## config.mk

```make
export PLATFORM = sky130hd
export DESIGN_NAME = debug_frame_tx
export DESIGN_NICKNAME = d
export VERILOG_FILES = /design/src/rtl/debug_link_pkg.sv /design/src/rtl/uart_tx_byte.sv /design/src/rtl/debug_frame_tx.sv
export SDC_FILE = /design/constraint.sdc
export NUM_CORES = 1
export LEC_CHECK = 0
export BUFFER_PORTS_ARGS = -buffer_cell sky130_fd_sc_hd__clkbuf_2
export CORE_MARGIN = 3
export CORE_UTILIZATION = 35
export CTS_CLUSTER_DIAMETER = 100
export CTS_CLUSTER_SIZE = 30
export DETAILED_ROUTE_END_ITERATION = 12
export SKIP_LAST_GASP = 1
export SLEW_MARGIN = 30
export SYNTH_ARGS = -nofsm -noshare
export SYNTH_HDL_FRONTEND = slang
export SYNTH_SLANG_ARGS = --single-unit
```

## constraint.sdc

```tcl
create_clock -name clk -period 8.81 [get_ports clk]
set_input_delay 0 -clock clk [delete_from_list [all_inputs] [get_ports clk]]
set_output_delay 0 -clock clk [all_outputs]
set_load 0.01 [all_outputs]
```

## src/rtl/debug_link_pkg.sv

```systemverilog
// Shared definitions for the board/host debug link.
// Used by the board-side frame transmitter (debug_frame_tx) and the
// host-side receiver/decoder, so both ends agree on framing.
//   DBG_SYNC_BYTE   : first byte of every frame
//   DBG_NUM_PORTS   : number of 8-bit debug ports carried per frame
//   DBG_FRAME_BYTES : sync + ports + checksum
//   dbg_frame_state_e : frame sequencer state encoding
//   dbg_checksum()  : 8-bit wrap-around sum of the port bytes
package debug_link_pkg;

  localparam logic [7:0] DBG_SYNC_BYTE   = 8'hA5;
  localparam int         DBG_NUM_PORTS   = 7;
  localparam int         DBG_FRAME_BYTES = 9;

  typedef enum logic [1:0] {
    ST_IDLE = 2'd0,
    ST_SEND = 2'd1,
    ST_DONE = 2'd2
  } dbg_frame_state_e;

  // Element 0 holds port1, element 6 holds port7.
  typedef logic [DBG_NUM_PORTS-1:0][7:0] dbg_ports_t;

  // The sync byte is deliberately not part of the sum.
  function automatic logic [7:0] dbg_checksum(input dbg_ports_t ports);
    logic [7:0] sum;
    sum = 8'h00;
    for (int i = 0; i < DBG_NUM_PORTS; i++) begin
      sum = sum + ports[i];
    end
    return sum;
  endfunction

endpackage

```

## src/rtl/uart_tx_byte.sv

```systemverilog
// Single-byte 8N1 UART serializer.
// Emits start bit (0), d0..d7 LSB first, stop bit (1); each bit held for
// CLKS_PER_BIT cycles. Line idles high.
// Ports:
//   clk, reset     : clock, synchronous active-high reset
//   load           : accept data_byte when ready is high
//   data_byte[7:0] : byte to send
//   tx             : registered serial output
//   ready          : high when idle, and also during the last cycle of the
//                    stop bit so a following load produces a back-to-back
//                    start bit with no idle gap
module uart_tx_byte #(
  parameter int CLKS_PER_BIT = 434
) (
  input  logic       clk,
  input  logic       reset,
  input  logic       load,
  input  logic [7:0] data_byte,
  output logic       tx,
  output logic       ready
);

  localparam int              CNT_W    = (CLKS_PER_BIT > 1) ? $clog2(CLKS_PER_BIT) : 1;
  localparam logic [CNT_W-1:0] CNT_LAST = CNT_W'(CLKS_PER_BIT - 1);
  localparam logic [3:0]      BIT_LAST_DATA = 4'd8;
  localparam logic [3:0]      BIT_STOP      = 4'd9;

  logic             tx_q, tx_d;
  logic             active_q, active_d;
  logic [3:0]       bit_idx_q, bit_idx_d;
  logic [CNT_W-1:0] cnt_q, cnt_d;
  logic [7:0]       shift_q, shift_d;
  logic             bit_end;

  assign bit_end = (cnt_q == CNT_LAST);
  assign ready   = !active_q || (bit_end && (bit_idx_q == BIT_STOP));
  assign tx      = tx_q;

  always_comb begin
    tx_d      = tx_q;
    active_d  = active_q;
    bit_idx_d = bit_idx_q;
    cnt_d     = cnt_q;
    shift_d   = shift_q;
    if (load && ready) begin
      active_d  = 1'b1;
      bit_idx_d = 4'd0;
      cnt_d     = '0;
      tx_d      = 1'b0;
      shift_d   = data_byte;
    end else if (active_q) begin
      if (bit_end) begin
        cnt_d = '0;
        if (bit_idx_q == BIT_STOP) begin
          active_d = 1'b0;
          tx_d     = 1'b1;
        end else begin
          bit_idx_d = bit_idx_q + 4'd1;
          // Leaving the last data bit drives the stop bit; otherwise the
          // next data bit comes off the bottom of the shift register.
          tx_d      = (bit_idx_q == BIT_LAST_DATA) ? 1'b1 : shift_q[0];
          shift_d   = {1'b0, shift_q[7:1]};
        end
      end else begin
        cnt_d = cnt_q + 1'b1;
      end
    end
  end

  always_ff @(posedge clk) begin
    if (reset) begin
      tx_q      <= 1'b1;
      active_q  <= 1'b0;
      bit_idx_q <= 4'd0;
      cnt_q     <= '0;
      shift_q   <= 8'h00;
    end else begin
      tx_q      <= tx_d;
      active_q  <= active_d;
      bit_idx_q <= bit_idx_d;
      cnt_q     <= cnt_d;
      shift_q   <= shift_d;
    end
  end

endmodule

```

## src/rtl/debug_frame_tx.sv

```systemverilog
// Board-side debug frame transmitter.
// Snapshots the seven cpu debug ports on an accepted start and sends
//   A5, port1..port7, checksum   as back-to-back 8N1 bytes on tx.
// Ports:
//   clk, reset               : clock, synchronous active-high reset
//   start                    : frame request, accepted only in IDLE
//   debug_port1..7 [7:0]     : debug bytes, captured on acceptance
//   tx                       : UART TX pin (idle high)
//   busy                     : high from the cycle after acceptance to the
//                              end of the final stop bit
//   done                     : one-cycle pulse as busy falls
//
// state | meaning
// IDLE  | line idle, waiting for start
// SEND  | serializing byte idx (0 = sync, 1..7 = ports, 8 = checksum)
// DONE  | frame finished, done pulse visible, one cycle before IDLE
module debug_frame_tx
  import debug_link_pkg::*;
#(
  parameter int CLKS_PER_BIT = 434
) (
  input  logic       clk,
  input  logic       reset,
  input  logic       start,
  input  logic [7:0] debug_port1,
  input  logic [7:0] debug_port2,
  input  logic [7:0] debug_port3,
  input  logic [7:0] debug_port4,
  input  logic [7:0] debug_port5,
  input  logic [7:0] debug_port6,
  input  logic [7:0] debug_port7,
  output logic       tx,
  output logic       busy,
  output logic       done
);

  localparam logic [3:0] LAST_IDX = 4'(DBG_FRAME_BYTES - 1);

  dbg_frame_state_e state_q, state_d;
  logic [3:0]       idx_q, idx_d;
  dbg_ports_t       snap_q, snap_d;
  logic             busy_q, busy_d;
  logic             done_q, done_d;

  dbg_ports_t       ports_in;
  logic [7:0]       checksum;
  logic [3:0]       next_idx;
  logic [2:0]       port_sel;
  logic [7:0]       next_byte;
  logic             ser_load;
  logic [7:0]       ser_byte;
  logic             ser_ready;
  logic             ser_tx;

  assign ports_in = {debug_port7, debug_port6, debug_port5, debug_port4,
                     debug_port3, debug_port2, debug_port1};
  assign checksum = dbg_checksum(snap_q);

  // Byte for the slot following the current one; only used while in SEND,
  // where next_idx is always 1..8.
  assign next_idx = idx_q + 4'd1;
  assign port_sel = 3'(next_idx - 4'd1);

  always_comb begin
    if (next_idx == LAST_IDX) begin
      next_byte = checksum;
    end else begin
      next_byte = snap_q[port_sel];
    end
  end

  always_comb begin
    state_d  = state_q;
    idx_d    = idx_q;
    snap_d   = snap_q;
    busy_d   = busy_q;
    done_d   = 1'b0;
    ser_load = 1'b0;
    ser_byte = DBG_SYNC_BYTE;
    unique case (state_q)
      ST_IDLE: begin
        if (start) begin
          // The sync byte is loaded on the acceptance edge so its start bit
          // is on the line in the very next cycle.
          snap_d   = ports_in;
          idx_d    = 4'd0;
          busy_d   = 1'b1;
          state_d  = ST_SEND;
          ser_load = 1'b1;
          ser_byte = DBG_SYNC_BYTE;
        end
      end
      ST_SEND: begin
        if (ser_ready) begin
          if (idx_q == LAST_IDX) begin
            state_d = ST_DONE;
            busy_d  = 1'b0;
            done_d  = 1'b1;
          end else begin
            idx_d    = next_idx;
            ser_load = 1'b1;
            ser_byte = next_byte;
          end
        end
      end
      ST_DONE: begin
        state_d = ST_IDLE;
      end
      default: begin
        state_d = ST_IDLE;
      end
    endcase
  end

  always_ff @(posedge clk) begin
    if (reset) begin
      state_q <= ST_IDLE;
      idx_q   <= 4'd0;
      snap_q  <= '0;
      busy_q  <= 1'b0;
      done_q  <= 1'b0;
    end else begin
      state_q <= state_d;
      idx_q   <= idx_d;
      snap_q  <= snap_d;
      busy_q  <= busy_d;
      done_q  <= done_d;
    end
  end

  uart_tx_byte #(
    .CLKS_PER_BIT(CLKS_PER_BIT)
  ) u_uart_tx_byte (
    .clk      (clk),
    .reset    (reset),
    .load     (ser_load),
    .data_byte(ser_byte),
    .tx       (ser_tx),
    .ready    (ser_ready)
  );

  assign tx   = ser_tx;
  assign busy = busy_q;
  assign done = done_q;

endmodule
```

# Word-level counts from Yosys, hierarchy flattened
# Index checks and enable logic that the tools add are counted.
classes:
  addsub: 10
  magnitude_cmp: 1
  eq_ne: 11
  muxes: 37
  n_bitwise: 3
  reduce_logical: 17
op_table:
  columns: ["operator", "count"]
  rows:
  - ["8-bit two-way mux", 9]
  - ["8-bit adder", 6]
  - ["8-bit binary-select mux with 3-bit select", 1]
  - ["4-bit == test, second input constant", 4]
  - ["1-bit two-way mux", 16]
  - ["4-bit two-way mux", 3]
  - ["9-bit by 1-bit adder with 9-bit output, second input constant", 1]
  - ["9-bit == test, second input constant", 1]
  - ["9-bit two-way mux", 1]
  - ["3-bit AND reduction", 3]
  - ["4-bit by 1-bit adder with 4-bit output, second input constant", 2]
  - ["2-bit != test, second input constant", 4]
  - ["4-bit case mux with 2 select lines", 1]
  - ["4-bit AND reduction", 2]
  - ["2-bit two-way mux", 3]
  - ["2-bit nonzero test", 3]
  - ["3-bit by 4-bit < comparator with 1-bit output, second input constant", 1]
  - ["1-bit case mux with 2 select lines", 2]
  - ["2-bit case mux with 2 select lines", 1]
  - ["2-bit AND reduction", 2]
  - ["1-bit inverter", 3]
  - ["3-bit OR reduction", 1]
  - ["3-bit by 1-bit subtractor with 3-bit output, second input constant", 1]
  - ["2-bit by 1-bit == test with 1-bit output, second input constant", 1]
  - ["6 further kinds", 7]
totals:
  register_bits: 87
  out_inout_bits: 3

# Logic depth before layout (Yosys ltp)
# Gate-level depths: netlist (run 1).
logic_depth:
  word_depth: 11
  mapped_depth: 15

# Cells and area by module
# From an unflattened synthesis (run 1), not the netlist that was laid out.
unflattened:
  cells_unflattened: 626
  area_unflattened_um2: 5268.8
modules_own_cells:
  columns: ["module", "instances", "cells_per_inst", "area_per_inst_um2", "seq_area_each_um2"]
  rows:
  - ["debug_frame_tx", 1, 502, 4070.2, 1281.2]
  - ["uart_tx_byte", 1, 124, 1198.6, 460.4]

# Least setup slack after synthesis (run 1)
# Ideal clock, no wire load.
synth_timing:
  kind: "flip-flop to flip-flop"
  start: "reg snap_q[2] in the netlist's numbering"
  end: "reg u_uart_tx_byte.shift_q[6]"
  setup_time_ps: 86
  arrival_ps: 3901
  required_time_ps: 8724
  setup_slack_ps: 4823
  stages_incl_launch_ff: 16
  cell_sequence: "dfxtp_1 inv_1 fa_1 inv_1 fa_1 fa_1 inv_1 fa_1 inv_1 ha_1 a211oi_1 o21bai_1 a21oi_1 xnor2_1 nand3_2 a221oi_2"
synth_via:
  elab_chain_cells: 11
synth_rtl:
  columns: ["element", "line", "source"]
  rows:
  - ["from (decl)", "debug_frame_tx.sv:41", "dbg_ports_t snap_q, snap_d;"]
  - ["from (signal assigned)", "debug_frame_tx.sv:125", "snap_q <= snap_d;"]
  - ["8-bit adder (6 in a row)", "debug_link_pkg.sv:29", "sum = sum + ports[i];"]
  - ["8-bit two-way mux", "debug_frame_tx.sv:65", "if (next_idx == LAST_IDX) begin"]
  - ["8-bit two-way mux", "debug_frame_tx.sv:95", "if (idx_q == LAST_IDX) begin"]
  - ["8-bit two-way mux", "debug_frame_tx.sv:94", "if (ser_ready) begin"]
  - ["8-bit two-way mux", null, null]
  - ["8-bit two-way mux", "uart_tx_byte.sv:45", "if (load && ready) begin"]
  - ["to (signal assigned)", "uart_tx_byte.sv:82", "shift_q <= shift_d;"]
  - ["to (decl)", "uart_tx_byte.sv:32", "logic [7:0] shift_q, shift_d;"]
# No other way between the ends.
# A chain may end at the register's enable or synchronous reset.

# Worst setup path after layout (run 1)
# Ends and elaborated chain as after synthesis.

==> flow_summary_export.csv, run 1 <==
group,metric,value,unit
cells_and_area,drive_gt1_frac,0.151,
clock_network,clockBufferDepth,2,
worst_setup_path,critical_path.cell_chain,"inv_1 > fa_1 > inv_1 > fa_1 > fa_1 > inv_1 > fa_1 > inv_1 > ha_1 > a211oi_1 > o21bai_1 > a21oi_1 > xnor2_1 > nand3_2 > a221oi_2",
worst_setup_path,cp-end-kind,"register",
global_route,grt_max_degree,80,
global_route,gr-usage-all-layers,0.158,
min_path,holdCritStartpoint,"debug_port1[1]",
die,die-area,0.0164,mm^2
worst_setup_path,worst_ep_arrival_time,4.46,ns
worst_setup_path,slowest_stage,"fa_1",
synthesis,yosysSeqAreaShare,0.333,
cells_and_area,final_cell_mix,"nand2_1 (130), dfxtp_1 (87), inv_1 (76), a21oi_1 (71), clkbuf_2 (61)",
worst_setup_path,rr_startpoint,"snap_q[2]",
sta,fin_skew,0.00826,ns
clock_network,cts_setup_buffers,0,
worst_setup_path,r2r_slack,4.61,ns
route,routed_wl,12.2,mm
synthesis,synth_edf_count,0,
global_route,grt_overflow,0,
sta,drv_slew,0,
placement,io_buffer_count,61,
cells_and_area,area_growth,23.8,%
sta,worst_pin_slew,0.860,ns
route,final_antenna_net_count,0,
die,fp.dieW,128,um
sta,setup_tns,0,ns
route,detail_route.wl_per_cell,13.4,um
clock_network,cts_num_sinks,87,
worst_setup_path,cpPeakStageDelay,0.56,ns
clock_network,cts_tree,"done",
route,drt_iter0_drc,100,
cells_and_area,diodes,0,
placement,dp_hpwl,8.45,mm
worst_setup_path,path_delay_family,"adder cells",
run_status,status,"completed",
power,cellPowerDensity,168,mW/mm^2
die,rows,44,
worst_setup_path,cp.buffers_inverters,4,
clock_network,path_clk_slew,0.06,ns
placement,globalplace.congestion,0.769,
worst_setup_path,r2r_end,"u_uart_tx_byte.shift_q[6]",
global_route,antenna_found_initial,0,
sta,fin_crit,4.20,ns
synthesis,synth_area_leaders,"dfxtp_1 (33%), fa_1 (12%), nand2_1 (9.4%), a21oi_1 (6.8%), inv_1 (5.5%)",
clock_network,post_cts_resized,0,
synthesis,syn-cell-area,0.00523,mm^2
sta,rsz0062_at_grt,"no",
clock_network,htree_num_levels,3,
min_path,whs_path_depth,3,
placement,dp.cells,834,
synthesis,syn_avg_cell_area,8.42,um^2
cells_and_area,fin_nets,823,
route,dr.pass1.iters,4,
synthesis,post-synth-top-area-cell,"dfxtp_1",
sta,max_freq,238,MHz
synthesis,synth_ff_type,"dfxtp_1",
die,die_h,128,um
power,leakagePower,2.55,nW
job,maxCapViolCount,0,
clock_network,cts-root-buf,"clkbuf_16",
min_path,min_path_type,"input port to register",
worst_setup_path,critPathKind,"register to register",
route,drc,0,
power,ir_drop,78.1,uV
worst_setup_path,path_max_fanout,3,
route,vias,4355,
die,coreArea,0.0146,mm^2
clock_network,numCtsBuffers,9,
die,io_pins,62,
sta,timing.final.hold_violations,0,
global_route,grt_pass1_vias,4529,
cells_and_area,final_cells,905,
cells_and_area,ff_latch_area,0.00174,mm^2
synthesis,ys_types,55,
worst_setup_path,r2r.worst_path.cells,15,
synthesis,syn_inst,621,
synthesis,synth_top_area_share,0.333,
synthesis,ys_ff_latch,87,
synthesis,syn_nets,728,
global_route,grt_first_pass_wirelength,21.1,mm
worst_setup_path,start_kind,"register",
sta,post-route-period-util,0.477,
min_path,hold_path_end,"snap_q[1]",
sta,finalSetupViolCount,0,
cells_and_area,fill_cells,1387,
worst_setup_path,required,9.07,ns
die,initial_utilization,0.359,
synthesis,yosysWarnings,0,
clock_network,clock_latency,0.34,ns
sta,slew_headroom,0.426,
cells_and_area,multiInputGateArea,0.00305,mm^2
synthesis,synth_async_sr_flop_share,0,
route,viasPerCell,4.81,
cells_and_area,final_common_cell,"nand2_1",
-- cells by family (layout without fill, tap and decap cells) --
logic type,after synthesis,count (layout),synth area share
compound gates,123,123,0.149
xor+xnor,23,23,0.0411
fa+ha+maj,48,48,0.161
buf+inv,111,211,0.0866
flops,87,87,0.333
mux,18,18,0.0541
simple gates,211,211,0.176
-- layer usage --
metal,GRT usage,up-vias,routed length [um]
met5,0,-,0
met4,0.0649,0,233
met3,0.0279,16,360
met2,0.279,68,6270
met1,0.189,2066,5290
li1,-,2205,-
-- cells in the mapped netlist (6+ instances only) --
library cell / count
clkbuf_1: 18
nand3_1: 12
dfxtp_1: 87
xor2_1: 6
xnor2_1: 16
mux2i_1: 8
ha_1: 16
nand2_1: 131
o21ai_0: 12
fa_1: 32
a211oi_1: 7
buf_2: 8
inv_1: 76
mux4_2: 8
a21oi_1: 71
nor2_1: 40
-- state kept, by name, summed over array words and instances, names as in the netlist --
signal                    flops
snap_q                       56
done                          1
u_uart_tx_byte.shift_q        8
state_q                       2
busy                          1
u_uart_tx_byte.active_q       1
idx_q                         4
u_uart_tx_byte.tx             1
u_uart_tx_byte.bit_idx_q      4
u_uart_tx_byte.cnt_q          9
-- area by class of cell --
| type | instances | area share |
|---|---|---|
| Sequential cell | 87 | 0.269 |
| Clock buffer | 11 | 0.0359 |
| Timing Repair Buffer | 119 | 0.136 |
| Tap cell | 184 | 0.0356 |
| Multi-Input combinational cell | 423 | 0.471 |
| Inverter | 76 | 0.0441 |
| Clock inverter | 5 | 0.00908 |
-- worst register-to-register path, stage by stage (launching register included) --
cell and delay, ns:
dfxtp_1 0.34, inv_1 0.07, fa_1 0.55, inv_1 0.06
fa_1 0.50, fa_1 0.54, inv_1 0.05, fa_1 0.56
inv_1 0.06, ha_1 0.30, a211oi_1 0.32, o21bai_1 0.11
a21oi_1 0.17, xnor2_1 0.15, nand3_2 0.10, a221oi_2 0.24
-- stage by stage --
step / utilization / hold WS [ns] / area [um^2] / setup WS (ns) / total power, mW
after floorplan: - / 0.136 / 5230 / 4.82 / 0.643
after global placement: 0.386 / 0.222 / 5630 / 4.68 / 0.696
after detailed placement: 0.386 / 0.229 / 5630 / 4.60 / 0.705
after CTS: 0.444 / 0.0161 / 6470 / 4.57 / 1.10
after global routing: 0.444 / 0.00348 / 6470 / 4.44 / 1.16
final: 0.444 / 0.00324 / 6470 / 4.61 / 1.09
-- power breakdown --
part,switching (mW),internal [mW],total [mW],leakage (nW)
clock,0.155,0.220,0.375,0.136
combinational,0.148,0.131,0.279,1.70
sequential,0.0189,0.415,0.434,0.713
total,0.322,0.765,1.09,2.55
-- worst max-delay path by stage --
stage,depth (start not counted),from,end
after CTS,15,snap_q[2],u_uart_tx_byte.shift_q[6]
after detailed placement,15,snap_q[2],u_uart_tx_byte.shift_q[6]
final,15,snap_q[2],u_uart_tx_byte.shift_q[6]
after floorplan,15,snap_q[2],u_uart_tx_byte.shift_q[6]
after global placement,15,snap_q[2],u_uart_tx_byte.shift_q[6]
after global routing,15,snap_q[2],u_uart_tx_byte.shift_q[6]
-- what timing repair did --
action | 4_1_cts | 5_1_grt
endpoints found under the setup margin | 0 | 0
endpoints found under the hold margin | 55 | 0
hold buffers | 55 | 0
Power figures use the tool's default switching activity.
==> run 2, diff against run 1 <==
--- a/config.mk
+++ b/config.mk
@@ -5,6 +5,7 @@
 export SDC_FILE = /design/constraint.sdc
 export NUM_CORES = 1
 export LEC_CHECK = 0
+export ABC_AREA = 1
 export BUFFER_PORTS_ARGS = -buffer_cell sky130_fd_sc_hd__clkbuf_2
 export CORE_MARGIN = 3
 export CORE_UTILIZATION = 35
==> constraint.sdc (replaced) <==
create_clock -name clk -period 4.2 [get_ports clk]
set_input_delay 0 -clock clk [delete_from_list [all_inputs] [get_ports clk]]
set_output_delay 0 -clock clk [all_outputs]
set_load 0.01 [all_outputs]
==> run 2 against run 1 <==
Compared with the run above:
- non-clock buffer count decreased by 4
- routed wire length increased by 5.7%
- count of clock-buffer cells in the layout decreased by 1
- total power increased to 2.7 times the previous value
- combinational power increased to 3.9 times the previous value
- register-to-register slack got worse by 4.3 ns
- clock power increased by 130%
- critical path type unchanged
- largest cell class unchanged
- highest routed layer unchanged
==> flow_summary_export.csv, run 2 <==
group,metric,value,unit
run_status,status,"completed",
synthesis,synth_common_cells,"inv_1 (116), dfxtp_1 (87), nand2_1 (82), o21ai_0 (78), a21oi_1 (77)",
route,detail_route.wl_per_cell,13.5,um
cells_and_area,diodes,0,
worst_setup_path,path_max_fanout,4,
synthesis,ys_types,48,
clock_network,numCtsBuffers,9,
die,die-area,0.0160,mm^2
min_path,min_path_type,"input port to register",
sta,timing.final.hold_violations,0,
route,vias,4516,
route,drc,0,
placement,globalplace.congestion,0.863,
sta,fin_crit,3.90,ns
sta,drv_slew,0,
synthesis,post-synth-top-area-cell,"dfxtp_1",
synthesis,synth_fa_ha_area_frac,0.165,
die,coreArea,0.0140,mm^2
synthesis,yosysSeqAreaShare,0.342,
clock_network,htree_num_levels,3,
die,rows,43,
clock_network,clock_latency,0.35,ns
cells_and_area,area_growth,25.1,%
route,final_antenna_net_count,0,
die,initial_utilization,0.363,
synthesis,synth_edf_count,0,
worst_setup_path,cp-end-kind,"register",
global_route,gr-usage-all-layers,0.169,
cells_and_area,drive_gt1_frac,0.132,
placement,io_buffer_count,61,
cells_and_area,final_util,0.454,
cells_and_area,ff_latch_area,0.00174,mm^2
die,io_pins,62,
synthesis,synth_area_leaders,"dfxtp_1 (34%), fa_1 (13%), inv_1 (8.5%), o21ai_0 (7.7%), a21oi_1 (7.6%)",
cells_and_area,fin_nets,875,
sta,max_freq,256,MHz
cells_and_area,stdcell_area,0.00637,mm^2
worst_setup_path,required,4.44,ns
synthesis,yosysMostFrequentCell,"inv_1",
cells_and_area,largestRegisters,"snap_q x56, u_uart_tx_byte.cnt_q x9, u_uart_tx_byte.shift_q x8",
sta,setup_tns,0,ns
power,leakagePower,2.83,nW
synthesis,synth_xor_area_frac,0.0120,
route,viasPerCell,4.74,
synthesis,synth_async_sr_flop_share,0,
placement,place_area,0.00554,mm^2
worst_setup_path,critPathKind,"register to register",
placement,dp_slack,0.329,ns
clock_network,path_clk_slew,0.07,ns
route,routed_wl,12.8,mm
global_route,grt_first_pass_wirelength,21.5,mm
clock_network,clockBufferDepth,2,
cells_and_area,largest_reg_flops,56,
synthesis,syn-cell-area,0.00509,mm^2
synthesis,yosysWarnings,0,
worst_setup_path,cpPeakStageDelay,0.53,ns
job,maxCapViolCount,0,
power,ir_drop,281,uV
sta,fin_ws,0.296,ns
global_route,grt_pass1_vias,4449,
cells_and_area,final_common_cell,"inv_1",
worst_setup_path,slowest_stage,"fa_1",
clock_network,cts_num_sinks,87,
sta,post-route-period-util,0.929,
power,finalPower,2.89,mW
sta,worst_pin_slew,0.874,ns
synthesis,synth-compound-area-share,0.201,
die,die_h,127,um
clock_network,cts_setup_buffers,0,
cells_and_area,fill_cells,1371,
synthesis,synth_simple_gate_area_share,0.169,
sta,fin_skew,0.0101,ns
global_route,grt_max_degree,99,
worst_setup_path,start_kind,"register",
sta,slew_headroom,0.414,
synthesis,syn_inst,666,
synthesis,syn_avg_cell_area,7.65,um^2
global_route,antenna_found_initial,0,
global_route,grt_overflow,0,
route,drt_iter0_drc,268,
sta,finalSetupViolCount,0,
die,fp.dieW,127,um
route,dr.pass1.iters,4,
cells_and_area,final_cell_mix,"inv_1 (115), dfxtp_1 (87), nand2_1 (82), o21ai_0 (78), a21oi_1 (76)",
placement,dp_hpwl,9.27,mm
synthesis,synth_top_family_by_area,"compound AO/OA/AOI/OAI gates",
clock_network,cts-root-buf,"clkbuf_16",
power,cellPowerDensity,453,mW/mm^2
synthesis,synth_top_area_share,0.342,
cells_and_area,largest_register,"snap_q",
synthesis,muxShareOfSynthArea,0,
cells_and_area,multiInputGateArea,0.00279,mm^2
worst_setup_path,critical_path.cell_chain,"inv_1 > fa_1 > inv_1 > fa_1 > inv_1 > fa_1 > fa_1 > inv_1 > ha_1 > a21oi_2 > o21ai_0 > a31oi_1 > nand3_1 > nand3_1 > nand2_1 > nand2_1 > a21oi_1",
synthesis,syn_nets,773,
clock_network,cts_tree,"done",
synthesis,ys_ff_latch,87,
worst_setup_path,worst_ep_arrival_time,4.14,ns
synthesis,synth_ff_type,"dfxtp_1",
==> run 2: routing by layer <==
metal  track usage  wire [um]  part of all wire  vias up
met4        0.0789        341             0.027        0
met2         0.284       6200              0.48       74
li1              -          -                 -     2361
met1         0.212       5930              0.46     2059
met3        0.0291        380             0.030       22
met5             0          0                 0        -
==> run 2: timing repair <==
| item | in CTS | in global routing |
|---|---|---|
| gates resized for setup | 0 | 1 |
| hold buffers | 52 | 0 |
| endpoints found under the setup margin | 0 | 1 |
| endpoints found under the hold margin | 58 | 0 |
==> run 2: worst max-delay path, delay by kind of cell, from the launching register on <==
| kind | cells | cell delay (ns) |
|---|---|---|
| compound gates | 4 | 0.54 |
| simple gates | 4 | 0.32 |
| buf+inv | 4 | 0.21 |
| flops | 1 | 0.31 |
| fa+ha+maj | 5 | 2.40 |
==> run 2: worst paths after layout <==
path / from / endpoint / slack [ns] / depth (start not counted)
worst max-delay path: snap_q[4] / u_uart_tx_byte.shift_q[7] / 0.30 / 17
worst max register to register: snap_q[4] / u_uart_tx_byte.shift_q[7] / 0.30 / 17
worst min register to register: busy / busy / 0.46 / 2
worst min-delay path: debug_port1[3] / snap_q[3] / 0.01 / 3
==> run 2: cell families (layout without fill, tap and decap cells) <==
kind of cell | count (synthesis) | count (layout)
AND/OR/NAND/NOR | 189 | 189
AO/OA/AOI/OAI | 188 | 188
buffers and inverters | 147 | 253
flip-flops | 87 | 87
adder cells (fa/ha/maj) | 48 | 48
XOR/XNOR | 7 | 7
==> run 2: where the power goes <==
group / leakage (nW) / switching [mW] / internal, mW / total, mW
sequential: 0.718 / 0.0526 / 0.894 / 0.946
combinational: 1.97 / 0.645 / 0.440 / 1.09
clock: 0.149 / 0.337 / 0.519 / 0.856
==> run 2: area by class of cell <==
type | count | area share
Clock buffer | 10 | 0.0359
Tap cell | 180 | 0.0353
Clock inverter | 5 | 0.0128
Multi-Input combinational cell | 432 | 0.438
Inverter | 123 | 0.0728
Sequential cell | 87 | 0.273
Timing Repair Buffer | 115 | 0.132
==> run 2: stage by stage <==
stage | hold WS (ns) | cells
floorplan | 0.167 | 666
global placement | 0.259 | 885
detailed placement | 0.267 | 885
CTS | 0.00140 | 952
global route | 0.0218 | 952
finish | 0.0149 | 952
